`src/rtl/maze_nav_controller.sv`:
```
// Purpose : turns debounced button edges into validated maze moves and commits
//           character + viewport position only at frame_start.
// Latency : edge -> CHECK +1 -> PENDING/wall_bump +2 -> commit 1 cycle after frame_start.
// Backpressure: while a move is in flight (move_busy) new button edges are dropped, not queued.
//
// Ports:
//   clk, reset                    clock, async active-high reset
//   btn_up/down/left/right        debounced levels, rising edge requests a move
//   frame_start                   one-cycle pulse at start of vertical blanking
//   load                          reinitialise character to start_x/start_y
//   path_data                     GRIDxGRID map, bit x+GRID*y, 1 = open
//   maze_width/height             maze size in tiles
//   view_w/view_h                 visible window in tiles
//   start_x/y, goal_x/y           start and goal tiles
//   char_x/y, x_coord/y_coord     committed character tile and viewport origin
//   move_busy, wall_bump          move in flight / rejected-move pulse
//   goal_reached                  sticky goal flag
module maze_nav_controller #(
   parameter int GRID = 16
) (
   input  logic                   clk,
   input  logic                   reset,
   input  logic                   btn_up,
   input  logic                   btn_down,
   input  logic                   btn_left,
   input  logic                   btn_right,
   input  logic                   frame_start,
   input  logic                   load,
   input  logic [GRID*GRID-1:0]   path_data,
   input  logic [6:0]             maze_width,
   input  logic [6:0]             maze_height,
   input  logic [4:0]             view_w,
   input  logic [4:0]             view_h,
   input  logic [4:0]             start_x,
   input  logic [4:0]             start_y,
   input  logic [4:0]             goal_x,
   input  logic [4:0]             goal_y,
   output logic [4:0]             char_x,
   output logic [4:0]             char_y,
   output logic [4:0]             x_coord,
   output logic [4:0]             y_coord,
   output logic                   move_busy,
   output logic                   wall_bump,
   output logic                   goal_reached
);

   localparam int         IW     = $clog2(GRID*GRID);
   localparam logic [6:0] GRID_W = 7'(GRID);

   typedef enum logic [1:0] {IDLE = 2'd0, CHECK = 2'd1, PENDING = 2'd2} state_t;
   typedef enum logic [1:0] {DIR_UP = 2'd0, DIR_DOWN = 2'd1, DIR_LEFT = 2'd2, DIR_RIGHT = 2'd3} dir_t;

   // Scroll rule for one axis: keep t visible with minimal origin movement,
   // then clamp so the window never runs past the maze edge.
   function automatic logic [5:0] view_origin(input logic [5:0] t, input logic [5:0] org,
                                              input logic [5:0] vis, input logic [5:0] eff);
      logic [5:0] n;
      logic [5:0] lim;
      if (t < org)
         n = t;
      else if (t >= org + vis)
         n = t - vis + 6'd1;
      else
         n = org;
      lim = (eff > vis) ? eff - vis : 6'd0;
      return (n > lim) ? lim : n;
   endfunction

   state_t      state, state_nxt;
   dir_t        dir, dir_nxt;
   logic [3:0]  btn_now, btn_prev, req;
   logic [5:0]  eff_w, eff_h;
   logic [5:0]  tx, ty;
   logic        underflow, in_bounds, tile_open;
   logic [IW-1:0] path_idx;
   logic [5:0]  tgt_vx, tgt_vy, load_vx, load_vy;
   logic [4:0]  pend_x, pend_y, pend_vx, pend_vy;
   logic        bump_nxt, latch_tgt, commit;

   assign btn_now = {btn_up, btn_down, btn_left, btn_right};
   assign req     = btn_now & ~btn_prev;

   assign eff_w = (maze_width  > GRID_W) ? GRID_W[5:0] : maze_width[5:0];
   assign eff_h = (maze_height > GRID_W) ? GRID_W[5:0] : maze_height[5:0];

   // Target tile for the latched direction, in 6 bits so +1 at the far edge
   // stays distinguishable from an in-range tile.
   always_comb begin
      tx        = {1'b0, char_x};
      ty        = {1'b0, char_y};
      underflow = 1'b0;
      case (dir)
         DIR_UP: begin
            underflow = (char_y == 5'd0);
            ty        = {1'b0, char_y} - 6'd1;
         end
         DIR_DOWN:  ty = {1'b0, char_y} + 6'd1;
         DIR_LEFT: begin
            underflow = (char_x == 5'd0);
            tx        = {1'b0, char_x} - 6'd1;
         end
         default:   tx = {1'b0, char_x} + 6'd1;
      endcase
      in_bounds = !underflow && (tx < eff_w) && (ty < eff_h);
      path_idx  = IW'(int'(ty) * GRID + int'(tx));
      tile_open = in_bounds && path_data[path_idx];
   end

   assign tgt_vx  = view_origin(tx, {1'b0, x_coord}, {1'b0, view_w}, eff_w);
   assign tgt_vy  = view_origin(ty, {1'b0, y_coord}, {1'b0, view_h}, eff_h);
   assign load_vx = view_origin({1'b0, start_x}, 6'd0, {1'b0, view_w}, eff_w);
   assign load_vy = view_origin({1'b0, start_y}, 6'd0, {1'b0, view_h}, eff_h);

   assign move_busy = (state == CHECK) || (state == PENDING);

   always_comb begin
      state_nxt = state;
      dir_nxt   = dir;
      bump_nxt  = 1'b0;
      latch_tgt = 1'b0;
      commit    = 1'b0;
      if (load) begin
         state_nxt = IDLE;
      end else begin
         case (state)
            IDLE: begin
               if (!goal_reached && (req != 4'b0000)) begin
                  state_nxt = CHECK;
                  if (req[3])      dir_nxt = DIR_UP;
                  else if (req[2]) dir_nxt = DIR_DOWN;
                  else if (req[1]) dir_nxt = DIR_LEFT;
                  else             dir_nxt = DIR_RIGHT;
               end
            end
            CHECK: begin
               if (tile_open) begin
                  state_nxt = PENDING;
                  latch_tgt = 1'b1;
               end else begin
                  state_nxt = IDLE;
                  bump_nxt  = 1'b1;
               end
            end
            PENDING: begin
               if (frame_start) begin
                  state_nxt = IDLE;
                  commit    = 1'b1;
               end
            end
            default: state_nxt = IDLE;
         endcase
      end
   end

   always_ff @(posedge clk or posedge reset) begin
      if (reset) begin
         state        <= IDLE;
         dir          <= DIR_UP;
         btn_prev     <= 4'b1111;
         wall_bump    <= 1'b0;
         pend_x       <= 5'd0;
         pend_y       <= 5'd0;
         pend_vx      <= 5'd0;
         pend_vy      <= 5'd0;
         char_x       <= 5'd0;
         char_y       <= 5'd0;
         x_coord      <= 5'd0;
         y_coord      <= 5'd0;
         goal_reached <= 1'b0;
      end else begin
         state     <= state_nxt;
         dir       <= dir_nxt;
         btn_prev  <= btn_now;
         wall_bump <= bump_nxt;
         if (latch_tgt) begin
            pend_x  <= tx[4:0];
            pend_y  <= ty[4:0];
            pend_vx <= tgt_vx[4:0];
            pend_vy <= tgt_vy[4:0];
         end
         if (load) begin
            char_x       <= start_x;
            char_y       <= start_y;
            x_coord      <= load_vx[4:0];
            y_coord      <= load_vy[4:0];
            goal_reached <= 1'b0;
         end else if (commit) begin
            char_x       <= pend_x;
            char_y       <= pend_y;
            x_coord      <= pend_vx;
            y_coord      <= pend_vy;
            goal_reached <= goal_reached | ((pend_x == goal_x) && (pend_y == goal_y));
         end
      end
   end

endmodule
```
`config.mk`:
```
export PLATFORM = sky130hd
export DESIGN_NAME = maze_nav_controller
export DESIGN_NICKNAME = d
export VERILOG_FILES = /design/src/rtl/maze_nav_controller.sv
export SDC_FILE = /design/constraint.sdc
export NUM_CORES = 1
export LEC_CHECK = 0
export BUFFER_PORTS_ARGS = -buffer_cell sky130_fd_sc_hd__buf_2
export CORE_MARGIN = 2
export CORE_UTILIZATION = 53
export CTS_CLUSTER_DIAMETER = 50
export CTS_CLUSTER_SIZE = 14
export DETAILED_ROUTE_END_ITERATION = 10
export GPL_TIMING_DRIVEN = 1
export PLACE_DENSITY = 0.91
export SLEW_MARGIN = 20
export SYNTH_ARGS = -nofsm -noshare
export SYNTH_HDL_FRONTEND = slang
export SYNTH_SLANG_ARGS = --single-unit
```
`constraint.sdc`:
```
create_clock -name clk -period 8.4 [get_ports clk]
set_input_delay 0.84 -clock clk [delete_from_list [all_inputs] [get_ports clk]]
set_output_delay 0.84 -clock clk [all_outputs]
set_load 0.02 [all_outputs]
```
== Yosys cells after proc, flatten, opt, wreduce, memory -nomap -nowiden ==
Cells that the tools add are included.
Widths: inputs -> output; s select.

* Register bits after elaboration: 50
* Input bits: 308
* Output and inout port bits: 23
* Logic and storage cells: 122

* Add/sub/neg operators: 17
* Order comparisons: 17
* Eq/ne operators: 8
* Multiplexer cells: 46
* Bitwise gates (word level): 4
* Reduce and logical (&&, ||, !) cells: 17

{| class="wikitable"
|+ Operator list
! operator !! number
|-
| $mux 5 || 12
|-
| $mux 6 || 10
|-
| $add 6x1->6 const B || 4
|-
| $gt 6x6->1 || 4
|-
| $pmux 6 s2 || 2
|-
| $sub 6x5->6 || 4
|-
| $gt 7x5->1 const B || 2
|-
| $mux 1 || 13
|-
| $add 5x1->6 const B || 2
|-
| $add 5x5->6 || 2
|-
| $ge 6x6->1 || 2
|-
| $gt 6x5->1 || 2
|-
| $lt 6x5->1 || 2
|-
| $lt 6x6->1 || 2
|-
| $mux 2 || 6
|-
| $sub 5x1->6 const B || 2
|-
| $sub 5x5->6 || 2
|-
| $eq 5x5->1 || 2
|-
| $ge 5x5->1 || 2
|-
| $logic_not 5->1 || 2
|-
| $lt 8x9->1 const B || 1
|-
| $add 8x6->8 || 1
|-
| $bmux 1 s8 || 1
|-
| $ne 3x3->1 const B || 2
|-
| other kinds (17) || 25
|}

== Depth between registers and ports, before layout ==
* Depth in word-level cells: 10
* Gate-level depth with buffers: 27
* Depth with buffers taken out: 24

== Worst setup path before layout ==
OpenSTA, ideal clock, no wires.

* Kind: flip-flop to flip-flop
* Start: register char_x[1]
* End: register pend_vx[1]
* Setup time: 0.125 ns
* Arrival time: 6.008 ns
* Required time: 8.275 ns
* Slack: 2.267 ns
* Cell stages (with the launch flop): 28
* Path buffers: 6
* Clock period less this slack: 6.133 ns
* Cells stage by stage: dfrtp_1 buf_2 clkbuf_1 buf_1 xnor2_1 ha_1 buf_2 buf_2 mux2i_1 inv_2 clkbuf_1 ha_1 a21boi_1 o21a_1 o21a_1 o21ai_1 nand3b_1 mux2i_1 ha_1 nor2b_1 o21a_1 o21ai_0 nand2b_1 a21oi_1 nor2b_1 o22ai_1 mux2_2 mux2_4

* Cells in the longest elaborated chain, start to end: 9
* Elaborated cells on any way between the ends: 24
* Those cells by class: add/sub (5); order compare (4); mux (10); reduce/logical (5)

{| class="wikitable"
|+ Ends and longest elaborated chain
! element !! line !! RTL
|-
| start: declaration || 38 || <nowiki>output logic [4:0] char_x,</nowiki>
|-
| start signal: assignment || 182 || <nowiki>char_x <= start_x;</nowiki>
|-
| start signal: assignment || 188 || <nowiki>char_x <= pend_x;</nowiki>
|-
| $add 5x1->6 / $sub 5x1->6 (equally long branches) || 102, 100 ||
|-
| $pmux 6 s2 (*) || 92 || <nowiki>case (dir)</nowiki>
|-
| $add 8x6->8 (*) || 105 || <nowiki>path_idx = IW'(int'(ty) * GRID + int'(tx));</nowiki>
|-
| via path_idx[1] || 75 || <nowiki>logic [IW-1:0] path_idx;</nowiki>
|-
| $bmux 1 s8 (*) || 106 || <nowiki>tile_open = in_bounds && path_data[path_idx];</nowiki>
|-
| $mux 1 (not written as such) (*) || 106 ||
|-
| $logic_and 1x1->1 (*) || 106 ||
|-
| $mux 1 (*) || 136 || <nowiki>if (tile_open) begin</nowiki>
|-
| $mux 1 (*) || 125 || <nowiki>case (state)</nowiki>
|-
| $mux 1 (*) || 122 || <nowiki>if (load) begin</nowiki>
|-
| end signal: assignment || 178 || <nowiki>pend_vx <= tgt_vx[4:0];</nowiki>
|-
| end: declaration || 77 || <nowiki>logic [4:0] pend_x, pend_y, pend_vx, pend_vy;</nowiki>
|}

The timed path passes the listed nets; every way through them passes the cells marked *. The select of a mux whose other input is x is not followed.
A chain may end at the register's enable or synchronous reset.

== Worst setup path in the final report ==
* Start: register dir[0]
* End: register pend_vx[3]

* Cells in the longest elaborated chain, start to end: 10
* Elaborated cells on any way between the ends: 27
* Those cells by class: add/sub (3); order compare (5); eq/ne (2); mux (11); reduce/logical (6)

{| class="wikitable"
|+ Ends and longest elaborated chain
! element !! line !! RTL
|-
| start: declaration || 70 || <nowiki>dir_t dir, dir_nxt;</nowiki>
|-
| start signal: assignment || 172 || <nowiki>dir <= dir_nxt;</nowiki>
|-
| $eq 2x1->1 / $logic_not 2->1 (equally long branches) || 92 ||
|-
| $reduce_or 2->1 (no source line) || -- ||
|-
| $pmux 6 s2 || 92 ||
|-
| $add 8x6->8 / $lt 6x6->1 (equally long branches) || 105, 104 ||
|-
| $bmux 1 s8 / $logic_and 1x1->1 (equally long branches) || 106, 104 ||
|-
| $mux 1 (not written as such) / $logic_and 1x1->1 (equally long branches) || 106, 104 ||
|-
| $logic_and 1x1->1 || 106 ||
|-
| $mux 1 || 136 ||
|-
| $mux 1 || 125 ||
|-
| $mux 1 || 122 ||
|}

Parallel ways exist; a longest one is shown, timed or not. The select of a mux whose other input is x is not followed.

==> run_results.csv <==
group,metric,value,unit
global_routing,globalRouteMet3Util,0.0483,
pwr,p_sw,0.00227,W
setup_path,cp_num_buf_inv,2,
logic_synthesis,syn_area,0.0100,mm2
timing,tns,0,ns
pwr,p_comb_frac,0.847,
min_path,holdPathEnd,"pend_vy[3]$_DFFE_PP0P_",
logic_synthesis,yosysTopAreaCellShare,0.189,
logic_synthesis,async_reset_ff_frac,1.00,
global_routing,antenna_found_initial,3,
timing,maxSlewHeadroom,0.227,
place,place.gp.congestion,0.975,
floorplan,dieArea,0.0200,mm2
clocking,cts_buffer_depth,2,
route,wl_per_cell,21.9,um
logic_synthesis,synth_edf_count,0,
global_routing,globalRouteMet1Util,0.454,
job,drv_cap,0,
route,viasPerCell,6.39,
logic_synthesis,netlist_top_cells_area,"mux4_2 (19%), ha_1 (16%), dfrtp_1 (12%), mux2i_1 (6.8%), nand2_1 (3.6%)",
clocking,cts-root-buf,"clkbuf_16",
route,drt_iter0_drc,1005,
clocking,worstSkewPairLatency,0.30,ns
logic_synthesis,synthFlopType,"dfrtp_1",
logic_synthesis,synth.top_cells.by_count,"ha_1 (125), nand2_1 (97), mux4_2 (84)",
clocking,cts_hold_buffers,0,
clocking,cts_setup_buffers,0,
pwr,p_int,0.00222,W
global_routing,grt_usage,0.339,
layout,drive_gt1_frac,0.365,
setup_path,slowest_delay,0.66,ns
pwr,leakagePower,6.05,nW
min_path,hold_path_class,"reg -> reg",
floorplan,die_h,141,um
timing,rsz0062_at_grt,"no",
timing,worstMarginPinSlew,1.16,ns
setup_path,crit_slowest_cell,"dfrtp_1",
timing,slew_viol_final,0,
timing,fin_crit_sh,0.775,
min_path,hold_start,"pend_vy[3]$_DFFE_PP0P_",
pwr,power.density,376,mW/mm2
global_routing,top_usage_layer,"met2",
pwr,power_frac_seq,0.099,
setup_path,worstPathArrival,6.70,ns
place,dpl.hpwl,28.3,mm
logic_synthesis,yosys.area.top_type,"mux4_2",
route,vias,10133,
route,drt_first_pass_iters,8,
clocking,cts_tree,"built",
global_routing,grt_pass1_wl,53.3,mm
floorplan,pin_count,331,
route,final_antenna_net_count,0,
clocking,numCtsBuffers,5,
pwr,vdd_ir_drop_max,0.000203,V
layout,final_nets,1792,
timing,hold_viol,0,
setup_path,ff2ff_setup_slack,1.89,ns
global_routing,gr-total-overflow,0,
logic_synthesis,avgSynthCellArea,9.46,um2
pwr,switching_share,0.505,
timing,period_minus_slack,6.51,ns
logic_synthesis,synthDistinctLibCells,78,
floorplan,start_util,0.538,
clocking,clk_pin_slew,0.08,ns
setup_path,worstSetupStartpointType,"flop",
clocking,ctsResizeCount,0,
floorplan,row_count,50,
floorplan,core-area,0.0186,mm2
logic_synthesis,ys_seq_area_frac,0.126,
setup_path,path_cells,"nand2b_1 > inv_1 > ha_1 > and2_1 > a222oi_1 > o21a_1 > inv_2 > ha_1 > a21oi_1 > o21ai_1 > mux2i_1 > mux2i_1 > ha_1 > nor2b_1 > o21a_1 > o21ai_0 > nand2b_1 > a21oi_1 > nor2b_1 > o22ai_1 > mux2_2 > mux2_4",
place,numPortBuffers,330,
clocking,ctsHtreeMaxLevel,2,
setup_path,crit_family,"compound AO/OA/AOI/OAI gates",
logic_synthesis,synth_cells,1057,
setup_path,r2r_cells,22,
pwr,report.power.total,0.00449,W
logic_synthesis,ys_warn_count,0,
setup_path,worst_path_most_repeated_cell,"ha_1",
global_routing,grt_pass1_vias,9976,
min_path,whs_path_depth,1,
global_routing,grt_use_met2,0.554,
setup_path,worst_r2r_endpoint,"pend_vx[3]$_DFFE_PP0P_",
timing,setup_viol,0,
floorplan,die_x,141,um
setup_path,cp-end-kind,"flop",
global_routing,grt_max_degree,54,
logic_synthesis,synth.most_common_cell,"ha_1",
pwr,p_clk_frac,0.054,
outcome,status,"completed",
clocking,cts_sinks,50,
setup_path,crit_fanout,22,
logic_synthesis,ys_ff_latch,50,
layout,areaGrowthSynthToFinish,19.4,%
timing,fin_skew,0.00793,ns
setup_path,crit-reg2reg-launch,"dir[0]$_DFFE_PP0P_",
route,wirelength,34.7,mm
setup_path,crit_required,8.59,ns
route,drc,0,
timing,clock.fmax,154,MHz
setup_path,critical_path_class,"reg -> reg",
-- layout by cell type, fill, tap and decap left out, types with 18 or more instances in the layout --
cell / netlist / routed
nor2_1: 33 / 33
inv_1: 78 / 77
o21a_1: 18 / 18
dfrtp_1: 46 / 43
mux2_4: 19 / 19
mux2i_1: 68 / 67
a21o_1: 30 / 30
nand3_1: 37 / 37
nand2_1: 97 / 97
a21oi_1: 57 / 57
buf_2: 18 / 330
xor2_1: 27 / 27
ha_1: 125 / 124
xnor2_1: 19 / 19
o21ai_0: 28 / 28
mux4_2: 84 / 84
-- flip-flops by register name (all words and copies together), names as in the netlist --
register and flops:
char_x 5, char_y 5, pend_vx 5, pend_vy 5, pend_x 5, pend_y 5
x_coord 5, y_coord 5, btn_prev 4, dir 2, state 2, goal_reached 1
wall_bump 1
-- layer usage --
metal / vias to the layer above / wire length [um]
li1: 4575 / -
met1: 4816 / 13700
met2: 619 / 16500
met3: 123 / 2920
met4: 0 / 1630
met5: - / 0
-- power groups by stage --
stage          clock (W)  sequential, W  combinational [W]
6_report        0.000242       0.000443            0.00380
3_3_place_gp           0       0.000437            0.00362
3_5_place_dp           0       0.000441            0.00371
5_1_grt         0.000254       0.000452            0.00413
2_1_floorplan          0       0.000399            0.00291
4_1_cts         0.000242       0.000437            0.00375
-- layout make-up --
cell class / count / area (um2)
Fill cell: 1479 / 6640
Timing Repair Buffer: 339 / 1720
Clock inverter: 3 / 47.5
Antenna cell: 3 / 7.51
Clock buffer: 5 / 125
Multi-Input combinational cell: 867 / 8170
Sequential cell: 50 / 1260
Inverter: 84 / 318
Tap cell: 234 / 293
-- metrics by stage --
step	hold WS, ns	cell area, um2	worst slack (ns)	cells	util
6_report	0.508	11900	1.89	1585	0.643
5_1_grt	0.529	11900	1.38	1585	0.643
4_1_cts	0.512	11900	1.94	1582	0.642
3_5_place_dp	0.491	11800	2.04	1574	0.633
3_3_place_gp	0.492	11800	2.16	1574	0.633
2_1_floorplan	0.473	10000	2.27	1058	-
-- cells by family (layout without fill, tap and decap cells) --
| group | Yosys count | after routing | synth area share |
|---|---|---|---|
| simple gates | 259 | 259 | 0.129 |
| compound gates | 230 | 230 | 0.154 |
| mux | 192 | 192 | 0.309 |
| buf+inv | 141 | 431 | 0.0596 |
| fa+ha+maj | 137 | 137 | 0.180 |
| flops | 50 | 50 | 0.126 |
| xor+xnor | 47 | 47 | 0.0419 |
| other cells | 1 | 5 | 0.000375 |
-- worst max-delay path by stage --
stage,start,endpoint,depth (start not counted)
final,dir[0]$_DFFE_PP0P_,pend_vx[3]$_DFFE_PP0P_,22
after global routing,dir[0]$_DFFE_PP0P_,pend_vx[3]$_DFFE_PP0P_,22
after CTS,dir[0]$_DFFE_PP0P_,pend_vx[3]$_DFFE_PP0P_,22
after detailed placement,dir[0]$_DFFE_PP0P_,pend_vx[2]$_DFFE_PP0P_,22
after global placement,char_x[1]$_DFFE_PP0P_,pend_vx[1]$_DFFE_PP0P_,22
after floorplan,char_x[1]$_DFFE_PP0P_,pend_vx[1]$_DFFE_PP0P_,27
Power figures use the tool's default switching activity.
